===== src/rtl/redirect_cmd_decoder.sv =====
// Observe-only decoder of redirect commands on N_PORT write channels.
// Each port runs its own IDLE -> WAIT_TGT -> ACTIVE tracker with timeout and commit count.
module redirect_cmd_decoder #(
  parameter int unsigned       N_PORT       = 7,
  parameter int unsigned       DATA_W       = 64,
  parameter int unsigned       LOG_N_INIT   = 2,
  parameter logic [DATA_W-1:0] CMD_REDIRECT = 64'hE44_0000_0000_0001,
  parameter logic [DATA_W-1:0] CMD_STOP     = 64'hE44_0000_0000_0002,
  parameter int unsigned       TGT_LSB      = 32,
  parameter int unsigned       TIMEOUT      = 16,
  parameter int unsigned       CNT_W        = 8
) (
  input  logic                         clk,
  input  logic                         rst_n,
  input  logic [N_PORT*DATA_W-1:0]     wdata_i,
  input  logic [N_PORT-1:0]            wvalid_i,
  input  logic [N_PORT-1:0]            wready_i,
  input  logic [N_PORT*LOG_N_INIT-1:0] wsrc_i,
  output logic [N_PORT-1:0]            redirect_valid_o,
  output logic [N_PORT*LOG_N_INIT-1:0] source_o,
  output logic [N_PORT*LOG_N_INIT-1:0] target_o,
  output logic [N_PORT-1:0]            err_o,
  output logic [N_PORT*CNT_W-1:0]      commit_cnt_o
);

  localparam int unsigned TO_W   = (TIMEOUT > 0) ? $clog2(TIMEOUT + 1) : 1;
  localparam int unsigned HI_LSB = TGT_LSB + LOG_N_INIT;
  localparam logic [CNT_W-1:0] CNT_MAX = '1;

  typedef enum logic [1:0] {
    S_IDLE   = 2'd0,
    S_WAIT   = 2'd1,
    S_ACTIVE = 2'd2
  } state_e;

  for (genvar p = 0; p < N_PORT; p++) begin : g_port
    state_e                state_q, state_d;
    logic [LOG_N_INIT-1:0] src_q, src_d;
    logic [LOG_N_INIT-1:0] tgt_q, tgt_d;
    logic [CNT_W-1:0]      cnt_q, cnt_d;
    logic [TO_W-1:0]       to_q, to_d;
    logic                  err_q, err_d;
    logic                  act_q, act_d;

    logic [DATA_W-1:0]     data_c;
    logic [LOG_N_INIT-1:0] wsrc_c;
    logic [LOG_N_INIT-1:0] t_c;
    logic                  beat_c;
    logic                  is_redir_c;
    logic                  is_stop_c;
    logic                  hi_nz_c;

    assign data_c     = wdata_i[p*DATA_W +: DATA_W];
    assign wsrc_c     = wsrc_i[p*LOG_N_INIT +: LOG_N_INIT];
    assign beat_c     = wvalid_i[p] & wready_i[p];
    assign is_redir_c = (data_c == CMD_REDIRECT);
    assign is_stop_c  = (data_c == CMD_STOP);
    assign t_c        = data_c[TGT_LSB +: LOG_N_INIT];
    assign hi_nz_c    = ((data_c >> HI_LSB) != '0);

    // Next-state and next-output logic for this port.
    always_comb begin
      state_d = state_q;
      src_d   = src_q;
      tgt_d   = tgt_q;
      cnt_d   = cnt_q;
      to_d    = to_q;
      err_d   = 1'b0;
      case (state_q)
        S_IDLE: begin
          if (beat_c && is_redir_c) begin
            state_d = S_WAIT;
            src_d   = wsrc_c;
            to_d    = '0;
          end
        end
        S_WAIT: begin
          if (beat_c) begin
            if (is_stop_c) begin
              state_d = S_IDLE;
            end else if (hi_nz_c || (t_c == src_q)) begin
              state_d = S_IDLE;
              err_d   = 1'b1;
            end else begin
              state_d = S_ACTIVE;
              tgt_d   = t_c;
              if (cnt_q != CNT_MAX) cnt_d = cnt_q + CNT_W'(1);
            end
          end else if (TIMEOUT > 0) begin
            // A beat in the expiring cycle takes priority over the timeout.
            if (to_q == TO_W'(TIMEOUT - 1)) begin
              state_d = S_IDLE;
              err_d   = 1'b1;
            end else begin
              to_d = to_q + TO_W'(1);
            end
          end
        end
        S_ACTIVE: begin
          if (beat_c && is_stop_c) begin
            state_d = S_IDLE;
          end else if (beat_c && is_redir_c) begin
            state_d = S_WAIT;
            src_d   = wsrc_c;
            to_d    = '0;
          end
        end
        default: state_d = S_IDLE;
      endcase
      act_d = (state_d == S_ACTIVE);
    end

    always_ff @(posedge clk) begin
      if (!rst_n) begin
        state_q <= S_IDLE;
        src_q   <= '0;
        tgt_q   <= '0;
        cnt_q   <= '0;
        to_q    <= '0;
        err_q   <= 1'b0;
        act_q   <= 1'b0;
      end else begin
        state_q <= state_d;
        src_q   <= src_d;
        tgt_q   <= tgt_d;
        cnt_q   <= cnt_d;
        to_q    <= to_d;
        err_q   <= err_d;
        act_q   <= act_d;
      end
    end

    assign redirect_valid_o[p]                      = act_q;
    assign err_o[p]                                 = err_q;
    assign source_o[p*LOG_N_INIT +: LOG_N_INIT]     = src_q;
    assign target_o[p*LOG_N_INIT +: LOG_N_INIT]     = tgt_q;
    assign commit_cnt_o[p*CNT_W +: CNT_W]           = cnt_q;
  end

endmodule


===== config.mk =====
export PLATFORM = sky130hd
export DESIGN_NAME = redirect_cmd_decoder
export DESIGN_NICKNAME = d
export VERILOG_FILES = /design/src/rtl/redirect_cmd_decoder.sv
export SDC_FILE = /design/constraint.sdc
export NUM_CORES = 1
export LEC_CHECK = 0
export CORE_AREA = 2 2 226 228
export CTS_CLUSTER_SIZE = 20
export DETAILED_ROUTE_END_ITERATION = 12
export DIE_AREA = 0 0 228 230
export SKIP_CTS_REPAIR_TIMING = 1
export SLEW_MARGIN = 20
export SYNTH_ARGS = -nofsm -noshare
export SYNTH_HDL_FRONTEND = slang
export SYNTH_SLANG_ARGS = --single-unit

===== constraint.sdc =====
create_clock -name clk -period 2.77 [get_ports clk]
set_clock_uncertainty 0.15 [all_clocks]
set_input_delay 0.277 -clock clk [delete_from_list [all_inputs] [get_ports clk]]
set_output_delay 0.277 -clock clk [all_outputs]
set_load 0.01 [all_outputs]

==> metrics.md <==
| Metric | Value |
|---|---|
| Result of the run | finished clean |
| Routed WL | 37.4 mm |
| Nets | 2120 |
| Die extent in y | 230 um |
| Vias in the first global route | 10400 |
| Detailed-router iteration count before antenna repair | 5 |
| Largest stage delay, worst path | 0.67 ns |
| Unrepaired setup endpoints after global routing | no |
| Sequential cell fraction of total power | 39.6% |
| GP Congestion | 0.983 |
| Category of the critical setup timing path | input port to register |
| Number of buffers created by CTS | 17 |
| Kind of launch point of the worst setup path | input port |
| Count of flip-flops with a built-in enable after synthesis | 0 |
| H-tree Lvls | 4 |
| Total half-perimeter wirelength after legalization and detailed placement | 30.9 mm |
| Worst hold path class | input port to register |
| Number of antenna violations at the first check in global routing | 1 |
| Chip width | 228 um |
| Yosys top cell area share | 34.5% |
| Avg Cell Area, Syn | 8.28 um2 |
| Largest net degree at the start of global routing | 67 |
| Final Hold Vio Count | 0 |
| Headroom to the max-slew limit | 50.5% |
| Post-Synthesis Cell Area | 8530 um2 |
| Layout cells sized above 1 | 6.12% |
| Transition at the pin with the smallest max-transition slack | 0.740 ns |
| Minimum period implied by the final worst setup slack | 2.74 ns |
| CP Capture Type | register |
| Nets in the synthesized netlist | 1529 |
| TritonCTS sink count | 147 |
| Net switching power | 1.20 mW |
| Antenna-violating nets left | 0 |
| Initial DRC count | 482 |
| Switching part of the total | 22.5% |
| Growth of design area from synthesis to finish | 85.4% |
| #FFs+latches synth | 147 |
| Reported leakage power | 5.27 nW |
| I/O pin count | 576 |
| Most common cell after layout, fill and taps aside | clkdlybuf4s50_1 |
| Placed Instance Area | 15200 um2 |
| Placeable core region | 49900 um2 |
| Commonest cells after routing, fill and taps aside | clkdlybuf4s50_1 (574), dfxtp_1 (147), nor4_1 (84), a21oi_1 (84), nand2_1 (79) |
| CTS tree | done |
| Worst Setup Slack, final | 0.0308 ns |
| Clk pwr share | 43.4% |
| Clock tree buffer depth | 2 |
| Initial standard-cell utilization of the core | 17.1% |
| Overall track demand over capacity in global routing | 13.8% |
| Number of cell rows | 82 |
| Yosys Warn Count | 0 |
| Mapped Cells | 1030 |
| Routed WL per cell | 16.2 um |
| Part of the total power dissipated in combinational logic | 17.0% |
| Power per standard cell area | 338 nW/um2 |
| Full die area | 52400 um2 |
| Overflow left after global routing | 0 |
| Commonest register cell after synthesis | dfxtp_1 |
| Most common cell type on the critical path | nor4_1 |
| Largest area contributor in the netlist | dfxtp_1 |
| Worst path cell trace | clkdlybuf4s50_1 > nor4_1 > nand4_1 > or4_4 > o41ai_2 > nor4_1 |
| Power Internal | 4.14 mW |
| Master of the slowest instance on the critical path | or4_4 |
| Final period util | 98.9% |
| Maximum fanout encountered on the critical timing path | 4 |
| Async set-reset flop share out of synthesis | 0% |
| Clock Pin Slew Worst Setup and Hold Paths | 0.06 ns |
| Max-Cap Viols | 0 |
| Clk Tree Root Cell | clkbuf_16 |
| Global-route wire length before repair | 57.1 mm |
| Fraction of the yosys area taken by sequential cells | 34.5% |
| Detailed-route via count | 10500 |
| Count of buffers inserted at the top-level ports | 575 |
| Worst Path Required | 2.95 ns |
| Final routed DRC violation total | 0 |
| Top cells by area in the synthesized netlist | dfxtp_1 (35%), nor4_1 (6.2%), a21oi_1 (4.9%), nand3_1 (3.5%), nand2_1 (3.5%) |
| Clock network latency to the later pin of the worst-skew pair | 0.45 ns |
| Count of different cell masters after synthesis | 67 |
| Final design instance area without fill | 15800 um2 |
| Worst supply voltage drop on vdd | 0.000401 V |
| Timing-limited maximum frequency | 365 MHz |
| Post-Place Setup Slack | -0.310 ns |
| Critical Path AT | 2.91 ns |
| Setup violators final | 0 |
| Slew Viols, Final | 0 |
| Post-DR vias/cell | 4.56 |
-- cell type report --
type | instances | area, um2
clock inverter | 8 | 75.1
inverter | 28 | 108
fill | 5216 | 34100
tap | 672 | 841
multi-input combinational | 813 | 5260
sequential | 147 | 2940
antenna | 1 | 2.50
clock buffer | 23 | 508
timing repair buffer | 614 | 6070
-- cells by family after synthesis --
family | after synthesis | synth area share (%)
buffers and inverters | 70 | 3.82
multiplexers | 32 | 3.80
XOR/XNOR | 22 | 2.26
AND/OR/NAND/NOR | 525 | 36.8
adder cells (fa/ha/maj) | 21 | 3.08
AO/OA/AOI/OAI | 213 | 15.7
flip-flops | 147 | 34.5
-- synthesized netlist by cell type (4+ instances only) --
library cell / number
clkbuf_1: 23
nand3b_1: 6
o21ai_0: 41
and3_1: 23
nor4b_1: 12
nor4bb_1: 9
or4_1: 24
or3_1: 25
a41oi_1: 5
nor2_1: 43
o21a_1: 7
o211ai_1: 8
nand2b_1: 16
mux2i_1: 29
nand4_1: 41
xor2_1: 14
a21oi_1: 84
nor2b_1: 10
a21o_1: 5
o22ai_1: 14
ha_1: 21
a31oi_1: 4
dfxtp_1: 147
nand2_1: 79
o31ai_1: 11
xnor2_1: 8
nor4_1: 84
o41ai_1: 4
nor3_1: 33
and4b_1: 8
buf_4: 14
nor4_2: 4
and4_1: 22
nor3b_1: 8
nand3_1: 60
inv_1: 28
-- worst max-delay path, delay by kind of cell --
family	cells	cell delay (ns)
AO/OA/AOI/OAI	1	0.44
buffers and inverters	1	0.46
AND/OR/NAND/NOR	4	1.73
-- power groups by stage --
stage / Sequential (mW) / Clock, mW / Combinational (mW)
finish: 2.11 / 2.31 / 0.909
global route: 2.11 / 2.49 / 0.965
CTS: 2.11 / 2.41 / 0.914
detailed placement: 2.16 / 0 / 0.908
global placement: 2.16 / 0 / 0.902
floorplan: 2.16 / 0 / 0.122
-- stage by stage --
step / hold WS [ns] / total power, mW / utilization (%) / std cells / setup TNS [ns]
after global placement: 0.306 / 3.06 / 30.5 / 2274 / -4.79
final: 0.162 / 5.34 / 31.7 / 2306 / 0
after global routing: 0.175 / 5.56 / 31.7 / 2306 / 0
after detailed placement: 0.308 / 3.07 / 30.5 / 2274 / -3.75
after CTS: 0.130 / 5.44 / 31.7 / 2305 / 0
after floorplan: 0.251 / 2.28 / - / 1030 / 0
-- registers in the layout (all words and copies together), names as in the netlist --
signal          count
g_port.cnt_q       56
g_port.state_q     14
g_port.to_q        35
g_port.src_q       14
g_port.tgt_q       14
g_port.err_q        7
g_port.act_q        7
-- layer usage --
layer / track usage (%) / wire length (um) / up-vias / share of wire (%)
met3: 4.14 / 2540 / 47 / 6.8
met5: 0 / 0 / - / 0
li1: - / - / 5205 / -
met4: 5.54 / 946 / 0 / 2.5
met1: 16.3 / 16000 / 4902 / 43
met2: 23.3 / 18000 / 360 / 48
-- final timing paths --
kind              cells after the start  slack [ns]                  to                  from
setup / recovery                      6        0.03     g_port[6].err_q          wdata_i[397]
hold / removal                        3        0.16  g_port[0].tgt_q[1]                 rst_n
setup reg to reg                      6        0.48  g_port[4].cnt_q[2]  g_port[4].state_q[0]
hold reg to reg                       2        0.31  g_port[4].tgt_q[0]    g_port[4].tgt_q[0]
No activity file was read; power rests on OpenSTA's default activity.
